File: src/rtl/multi_cycle_alu.sv
// multi_cycle_alu: 16-bit ADD/SUB/MUL/DIV unit with a level request handshake.
//
// Ports:
//   Clock       in   rising-edge clock for all state
//   Reset       in   synchronous, active-high reset
//   ALUOP[1:0]  in   00 ADD, 01 SUB, 10 MUL, 11 DIV (signed, truncating)
//   ALU_A[15:0] in   operand A / dividend
//   ALU_B[15:0] in   operand B / divisor
//   ALU_Start   in   request level, held high until ALU_Done is seen
//   ALU_Result  out  registered result, held until the next completed operation
//   ALU_Done    out  registered one-cycle completion pulse
//   ALU_Busy    out  registered, high while in RUN or DONE
//
// ADD/SUB take one RUN cycle. MUL and DIV take 16 RUN cycles (one bit per
// cycle). HOLD absorbs a request still held high after Done, so it is
// never taken as a second operation.

module multi_cycle_alu (
  input  logic        Clock,
  input  logic        Reset,
  input  logic [1:0]  ALUOP,
  input  logic [15:0] ALU_A,
  input  logic [15:0] ALU_B,
  input  logic        ALU_Start,
  output logic [15:0] ALU_Result,
  output logic        ALU_Done,
  output logic        ALU_Busy
);

  localparam int unsigned DW = 16;
  localparam int unsigned CW = 5;
  localparam logic [CW-1:0] LAST_ITER = CW'(DW - 1);

  localparam logic [1:0] OP_ADD = 2'b00;
  localparam logic [1:0] OP_SUB = 2'b01;
  localparam logic [1:0] OP_MUL = 2'b10;
  localparam logic [1:0] OP_DIV = 2'b11;

  typedef enum logic [1:0] {
    S_IDLE = 2'd0,
    S_RUN  = 2'd1,
    S_DONE = 2'd2,
    S_HOLD = 2'd3
  } state_e;

  state_e        state_q, state_d;
  logic [1:0]    op_q, op_d;
  // MUL: a = shifted multiplicand, b = shifted multiplier, acc = partial sum.
  // DIV: a = dividend magnitude shifting into quotient, b = divisor
  //      magnitude, acc = partial remainder.
  logic [DW-1:0] a_q, a_d;
  logic [DW-1:0] b_q, b_d;
  logic [DW-1:0] acc_q, acc_d;
  logic [CW-1:0] cnt_q, cnt_d;
  logic          neg_q, neg_d;
  logic          dz_q, dz_d;
  logic [DW-1:0] result_q, result_d;
  logic          done_q, done_d;
  logic          busy_q, busy_d;

  // Combinational helpers for the datapath.
  logic [DW:0]   rem_shift;
  logic          take_sub;
  logic [DW-1:0] quot;
  logic [DW-1:0] quot_signed;
  logic [DW-1:0] mul_sum;

  // State and datapath registers.
  always_ff @(posedge Clock) begin
    if (Reset) begin
      state_q  <= S_IDLE;
      op_q     <= 2'b00;
      a_q      <= '0;
      b_q      <= '0;
      acc_q    <= '0;
      cnt_q    <= '0;
      neg_q    <= 1'b0;
      dz_q     <= 1'b0;
      result_q <= '0;
      done_q   <= 1'b0;
      busy_q   <= 1'b0;
    end else begin
      state_q  <= state_d;
      op_q     <= op_d;
      a_q      <= a_d;
      b_q      <= b_d;
      acc_q    <= acc_d;
      cnt_q    <= cnt_d;
      neg_q    <= neg_d;
      dz_q     <= dz_d;
      result_q <= result_d;
      done_q   <= done_d;
      busy_q   <= busy_d;
    end
  end

  // Next-state, datapath iteration and registered-output decode.
  always_comb begin
    state_d     = state_q;
    op_d        = op_q;
    a_d         = a_q;
    b_d         = b_q;
    acc_d       = acc_q;
    cnt_d       = cnt_q;
    neg_d       = neg_q;
    dz_d        = dz_q;
    result_d    = result_q;

    // Restoring-divide step: shift next dividend bit into the remainder and
    // subtract the divisor when it fits.
    rem_shift   = {acc_q, a_q[DW-1]};
    take_sub    = (rem_shift >= {1'b0, b_q});
    quot        = {a_q[DW-2:0], take_sub};
    quot_signed = neg_q ? DW'(-quot) : quot;

    // Shift-add step: only the low 16 bits of the product are kept, which
    // are the same for signed and unsigned operands.
    mul_sum     = acc_q + (b_q[0] ? a_q : '0);

    case (state_q)
      S_IDLE: begin
        if (ALU_Start) begin
          op_d  = ALUOP;
          cnt_d = '0;
          acc_d = '0;
          if (ALUOP == OP_DIV) begin
            // 16'h8000 has no positive counterpart but its unsigned
            // magnitude is still 16'h8000, so the divide stays correct.
            a_d   = ALU_A[DW-1] ? DW'(-ALU_A) : ALU_A;
            b_d   = ALU_B[DW-1] ? DW'(-ALU_B) : ALU_B;
            neg_d = ALU_A[DW-1] ^ ALU_B[DW-1];
            dz_d  = (ALU_B == '0);
          end else begin
            a_d   = ALU_A;
            b_d   = ALU_B;
            neg_d = 1'b0;
            dz_d  = 1'b0;
          end
          state_d = S_RUN;
        end
      end

      S_RUN: begin
        case (op_q)
          OP_ADD: begin
            result_d = a_q + b_q;
            state_d  = S_DONE;
          end
          OP_SUB: begin
            result_d = a_q - b_q;
            state_d  = S_DONE;
          end
          OP_MUL: begin
            acc_d = mul_sum;
            a_d   = {a_q[DW-2:0], 1'b0};
            b_d   = {1'b0, b_q[DW-1:1]};
            if (cnt_q == LAST_ITER) begin
              result_d = mul_sum;
              state_d  = S_DONE;
            end else begin
              cnt_d = cnt_q + CW'(1);
            end
          end
          OP_DIV: begin
            acc_d = take_sub ? DW'(rem_shift - {1'b0, b_q}) : rem_shift[DW-1:0];
            a_d   = quot;
            if (cnt_q == LAST_ITER) begin
              // Divide by zero still runs all iterations; result is forced.
              result_d = dz_q ? {DW{1'b1}} : quot_signed;
              state_d  = S_DONE;
            end else begin
              cnt_d = cnt_q + CW'(1);
            end
          end
        endcase
      end

      S_DONE: begin
        state_d = ALU_Start ? S_HOLD : S_IDLE;
      end

      S_HOLD: begin
        if (!ALU_Start) begin
          state_d = S_IDLE;
        end
      end
    endcase

    // Outputs are registered so they line up with the state they describe.
    done_d = (state_d == S_DONE);
    busy_d = (state_d == S_RUN) || (state_d == S_DONE);
  end

  assign ALU_Result = result_q;
  assign ALU_Done   = done_q;
  assign ALU_Busy   = busy_q;

endmodule

File: config.mk
export PLATFORM = sky130hd
export DESIGN_NAME = multi_cycle_alu
export DESIGN_NICKNAME = d
export VERILOG_FILES = /design/src/rtl/multi_cycle_alu.sv
export SDC_FILE = /design/constraint.sdc
export NUM_CORES = 1
export LEC_CHECK = 0
export ABC_AREA = 1
export CORE_ASPECT_RATIO = 1.2
export CORE_MARGIN = 4
export CORE_UTILIZATION = 55
export CTS_CLUSTER_DIAMETER = 60
export DETAILED_ROUTE_END_ITERATION = 7
export GPL_TIMING_DRIVEN = 0
export PLACE_DENSITY = 0.79
export SKIP_LAST_GASP = 1
export SYNTH_ARGS = -nofsm -noshare
export SYNTH_HDL_FRONTEND = slang
export SYNTH_SLANG_ARGS = --single-unit
File: constraint.sdc
create_clock -name Clock -period 3.4 [get_ports Clock]
set_clock_uncertainty 0.2 [all_clocks]
set_input_delay 0.68 -clock Clock [delete_from_list [all_inputs] [get_ports Clock]]
set_output_delay 0.68 -clock Clock [all_outputs]
set_load 0.05 [all_outputs]
**Word-level counts from Yosys, hierarchy flattened**

Cells that the tools add are included.

- Bits in registers: 77
- Input port bits: 37
- Output and inout bits: 18
- Logic and storage cells: 82

- Add/subtract/negate cells: 8
- Order comparisons: 1
- Equality and inequality tests: 17
- Mux-type cells: 32
- Bitwise gates (word level): 1
- Reduce and logical (&&, ||, !) cells: 12

Operators by type and width:

| kind | count |
|---|---|
| $mux 16 | 14 |
| $pmux 16 s2 | 5 |
| $pmux 16 s4 | 1 |
| $neg 16->16 | 3 |
| $add 16x16->16 | 2 |
| $sub 16x16->16 | 2 |
| $ge 17x16->1 | 1 |
| $logic_not 16->1 | 1 |
| $mux 5 | 3 |
| $eq 2x2->1 const B | 6 |
| $ne 2x2->1 const B | 5 |
| $pmux 5 s2 | 1 |
| $reduce_and 3->1 | 3 |
| $mux 2 | 4 |
| $pmux 2 s4 | 1 |
| $eq 2x1->1 const B | 3 |
| $add 5x1->5 const B | 1 |
| $eq 5x4->1 const B | 1 |
| $logic_not 2->1 | 2 |
| $pmux 2 s2 | 1 |
| $reduce_and 4->1 | 1 |
| $reduce_or 2->1 | 2 |
| $ne 3x2->1 const B | 1 |
| $mux 1 | 2 |
| 5 further kinds | 5 |

**Depth between registers and ports, before layout**

Gate-level depths: netlist (run 1).

- Depth in word-level cells: 6
- Gate-level depth with buffers: 27

**Worst setup path after synthesis (run 1)**

No wires, ideal clock.

- Path kind: register -> register
- From: register b_q[0]
- To: register result_q[13] (netlist: ALU_Result[13])
- Setup time: 120 ps
- Arrival: 3126 ps
- Slack: -46 ps
- Stages on the path, launching flop included: 23
- Clock period less this slack: 3446 ps
- Cells stage by stage: dfxtp_1 -> clkbuf_1 -> clkbuf_1 -> inv_1 -> ha_1 -> inv_1 -> nor3_1 -> and3_1 -> nand3_1 -> o31ai_1 -> nand2_1 -> xor2_1 -> ha_1 -> nand2_1 -> inv_1 -> nand4_1 -> or2_2 -> nand2_1 -> a21oi_1 -> o21ai_0 -> nand2_1 -> nor2_1 -> a21oi_1

- Word-level cells in the longest chain between the ends: 6

Ends and longest elaborated chain:

| element | RTL line | source |
|---|---|---|
| start: declaration | 52 | `logic [DW-1:0] b_q, b_d;` |
| start signal: assignment | 74 | `b_q <= '0;` |
| start signal: assignment | 86 | `b_q <= b_d;` |
| $ge 17x16->1 | 112 | `take_sub = (rem_shift >= {1'b0, b_q});` |
| $neg 16->16 | 114 | `quot_signed = neg_q ? DW'(-quot) : quot;` |
| $mux 16 | 114 |  |
| $mux 16 | 169 | `result_d = dz_q ? {DW{1'b1}} : quot_signed;` |
| $mux 16 | 167 | `if (cnt_q == LAST_ITER) begin` |
| $pmux 16 s4 * | 144 | `case (op_q)` |
| end signal: assignment | 91 | `result_q <= result_d;` |
| end: declaration | 57 | `logic [DW-1:0] result_q, result_d;` |

Mark *: on every way between the ends. The rest lies on a longest branch, timed or not. The select of a mux whose other input is x is not followed.
A chain may end at the register's enable or synchronous reset.

**Final worst setup path (run 1)**

- From: register b_q[0]
- To: register result_q[14] (netlist: ALU_Result[14])

Same word-level chain as after synthesis.

==> summary.txt, run 1 <==
Worst setup path
  • Crit-path max FO: 3
  • CP Launch Type: flop
  • Crit Path Class: reg2reg
  • Critical path's most frequent cell: nand2_1
  • Ordered list of cells on the worst path: buf_8 > clkbuf_16 > clkinv_8 > ha_4 > inv_4 > nor3_4 > and3_4 > nand3_4 > o31ai_4 > nand2_1 > xor2_2 > ha_4 > buf_6 > inv_2 > o31ai_2 > a21oi_1 > nand2_1 > a21oi_1 > o21ai_1 > nand2_1 > nor2_1 > nor2_1
  • CP required: 3450 ps
  • Setup crit end kind: flop
  • Max incr delay on CP: 350 ps
  • Cell with the largest stage delay on the worst path: dfxtp_4
  • Critical Path AT: ~3600 ps

Worst hold path
  • Worst hold path type: reg2reg

Final layout
  • Most frequent cells in the layout: 280 x nand2_1, 132 x a21oi_1, 121 x inv_1, 83 x nor2_1, 80 x nand3_1
  • Non-Filler Instances: 1455
  • Antenna diodes: 0
  • Layout cells sized above 1: 0.146
  • Most common cell after layout, fill and taps aside: nand2_1
  • Final core occ: 0.704
  • Layout overhead on the synthesized area: 25.6%
  • Final net count: between 1000 and 1500
  • Fillers: around 1200

Place
  • Detailed placement HPWL: between 20000 and 25000 um
  • Worst slack at placement: -802 ps
  • Routability cong.: 1.01
  • Placed Cells incl. Taps: 1409
  • IO buf count: between 50 and 60

STA
  • Tcrit/Tclk final: 1.04
  • Fmax: 0.283 GHz
  • RSZ-0062 raised after global routing: true
  • Setup-failing EPs final: 4
  • TNS Setup: -353 ps
  • Minimum clock period: roughly 3500 ps
  • Final hold viol count: 0
  • Slack of the critical path: -139 ps
  • Worst-margin pin slew: between 600 and 700 ps
  • Max_slew headroom: 0.551
  • Slew Limit Fails: 0

Yosys
  • Post-synth ARST share: 0
  • Sequential area share after synthesis: 0.208
  • Synth warnings: 0
  • Yosys reg bits: 77
  • Avg Cell Area, Syn: between 6 and 7 um^2
  • Syn Inst Count: ~1200
  • Number of synthesized flops with an enable pin: 0
  • Synthesized Nets: 1282
  • Ys flop type: dfxtp_1
  • Synth cell types: 54
  • Synth Cell Area: roughly 0.0074 mm^2

Global routing
  • Largest net degree at the start of global routing: 20
  • Vias in the first global route: 8334
  • Antenna violations before repair: 0
  • All-layer global routing usage: 0.355
  • First-pass GRT wire length: ~43000 um
  • Total gr overflow: 0

Die
  • Core area: 0.0132 mm^2
  • Row cnt: 46
  • Initial core utilization: 0.560
  • Chip width: roughly 110 um
  • DIE HEIGHT: around 140 um
  • IO Count: 55
  • Die area: between 0.015 and 0.02 mm^2

Pwr
  • Part of the power in registers: 0.252
  • Leak pwr: 4.11 nW
  • Clock network fraction of total power: 0.214
  • P_sw: around 2.0 mW
  • PwrDens: around 470 mW/mm^2
  • Int Pwr: between 2 and 2.5 mW
  • Max VDD drop: approximately 340 uV
  • Sw frac: 0.456
  • Final total power: around 4.4 mW
  • Comb power frac: 0.534

Clock tree
  • Clk_lat worst skew: 350 ps
  • CTS sink cnt: a little under 80
  • Max H-tree Level: 3
  • TritonCTS clock tree: done
  • Root buf cell: clkbuf_16
  • Total CTS buffers: 9
  • Clk buf depth: 2
  • Clk slew on worst S/H paths: around 70 ps

Route
  • DR iter-0 viols: 817
  • Routed Antenna Nets: 0
  • Vias per cell: 6.05
  • Wire per inst: 19.2 um
  • Vias: 8806
  • Final WL: between 20000 and 30000 um
  • Residual DRC: 0
  • First-pass iteration count of the detailed router: 8

Outcome
  • Failing checks: setup timing
  • Status: finished with violations

Job
  • Maxcap violations: 0
worst max-delay path: cells and delay by family (launching register included):
kind                       cells  cell delay [ps]
xor gates and xnor gates       1              180
adders and majority gates      2              440
and+or+nand+nor                8             1020
DFF                            1              350
AOI/OAI and AO/OA              5              750
buffers and inverters          6              490
worst paths after layout:
kind,slack [ps],from,depth (start not counted),endpoint
max,-140,b_q[0],22,ALU_Result[14]
min,270,ALU_Result[4],2,ALU_Result[4]
max reg2reg,-140,b_q[0],22,ALU_Result[14]
min reg2reg,270,ALU_Result[4],2,ALU_Result[4]
layout make-up:
| class | instances | area (um^2) | area share |
|---|---|---|---|
| buffer | 37 | 200 | 0.0215 |
| clock buffer | 10 | 229 | 0.0246 |
| clock inverter | 6 | 47.5 | 0.00510 |
| inverter | 145 | 577 | 0.0619 |
| multi-input combinational | 926 | 5680 | 0.610 |
| sequential | 77 | 1580 | 0.169 |
| tap | 168 | 210 | 0.0226 |
| timing repair buffer | 86 | 792 | 0.0850 |
power groups by stage:
| stage | logic [mW] | clock network (mW) | registers (mW) |
|---|---|---|---|
| final | 2.33 | 0.937 | 1.10 |
| after global routing | 2.50 | 0.958 | 1.11 |
| after detailed placement | 1.77 | 0 | 1.10 |
| after CTS | 2.12 | 0.918 | 1.09 |
| after global placement | 1.76 | 0 | 1.10 |
| after floorplan | 1.18 | 0 | 1.14 |
cells by family after synthesis:
logic type	Yosys count	synth area share
compound gates	300	0.234
xor+xnor	54	0.0638
fa+ha+maj	58	0.101
buf+inv	184	0.0975
flops	77	0.208
simple gates	514	0.296
state kept, by name, summed over array words and instances (netlist names):
register,flops
state_q,2
b_q,16
neg_q,1
ALU_Busy,1
cnt_q,5
ALU_Done,1
a_q,16
ALU_Result,16
op_q,2
dz_q,1
acc_q,16
what timing repair did:
action                                 in CTS  in global routing
setup endpoints to repair                  12                 12
endpoints found under the hold margin       0                  0
resized for setup                         117                 44
setup buffers                              25                  7
pin swaps                                  38                 17
hold buffers                                0                  0
cells in the mapped netlist, types with 2 or more instances:
master,n,area (um^2)
o21bai_1,4,30.0
nand2_1,287,1080
buf_1,2,7.51
nand4_1,9,56.3
o22ai_1,3,18.8
nor2_4,2,22.5
or2_2,4,25.0
o21a_1,2,15.0
buf_2,9,45.0
nor3_1,12,60.1
xor2_1,38,333
a21o_1,2,15.0
nor2_2,5,31.3
ha_1,55,688
inv_1,139,522
o21ai_2,2,17.5
a211oi_1,2,15.0
a221oi_1,5,43.8
nor4_1,6,37.5
inv_2,2,7.51
o2111ai_1,2,17.5
clkinv_1,3,11.3
nor3_2,3,30.0
and3_1,2,12.5
nand3b_1,5,37.5
a21oi_1,141,706
a41oi_1,2,17.5
o211ai_2,3,37.5
a21boi_0,5,37.5
nand2_2,4,25.0
xnor2_1,16,140
fa_1,3,60.1
o211ai_1,17,128
clkbuf_1,26,97.6
o31ai_1,2,15.0
o21ai_1,6,30.0
nor2_1,87,327
dfxtp_1,77,1540
nand3_1,84,420
o221ai_1,14,123
o21ai_0,74,370
a31oi_1,9,56.3
stage by stage:
stage | instance area, um^2 | hold WS, ps
5_1_grt | 9320 | 303
4_1_cts | 9100 | 276
2_1_floorplan | 7420 | 244
3_5_place_dp | 8170 | 263
6_report | 9320 | 274
3_3_place_gp | 8170 | 253
routing by layer:
layer / vias up / track usage / wire length, um
li1: 4206 / - / -
met1: 4042 / 0.407 / 10600
met2: 425 / 0.590 / 12900
met3: 133 / 0.0853 / 2370
met4: 0 / 0.220 / 2010
met5: - / 0 / 0
No activity file was read; power rests on OpenSTA's default activity.
==> run 2: changes to the inputs <==
--- a/config.mk
+++ b/config.mk
@@ -6,6 +6,7 @@
 export NUM_CORES = 1
 export LEC_CHECK = 0
 export ABC_AREA = 1
+export CAP_MARGIN = 40
 export CORE_ASPECT_RATIO = 1.2
 export CORE_MARGIN = 4
 export CORE_UTILIZATION = 55
@@ -17,3 +18,4 @@
 export SYNTH_ARGS = -nofsm -noshare
 export SYNTH_HDL_FRONTEND = slang
 export SYNTH_SLANG_ARGS = --single-unit
+export TNS_END_PERCENT = 100
==> results of run 2 <==
No change in the layout: final DEF, timing and power equal those of run 1.
==> run 3: changes to the inputs <==
--- a/config.mk
+++ b/config.mk
@@ -11,6 +11,7 @@
 export CORE_MARGIN = 4
 export CORE_UTILIZATION = 55
 export CTS_CLUSTER_DIAMETER = 60
+export CTS_CLUSTER_SIZE = 20
 export DETAILED_ROUTE_END_ITERATION = 7
 export GPL_TIMING_DRIVEN = 0
 export PLACE_DENSITY = 0.79
==> results of run 3 <==
No change in the layout: final DEF, timing and power equal those of run 1.
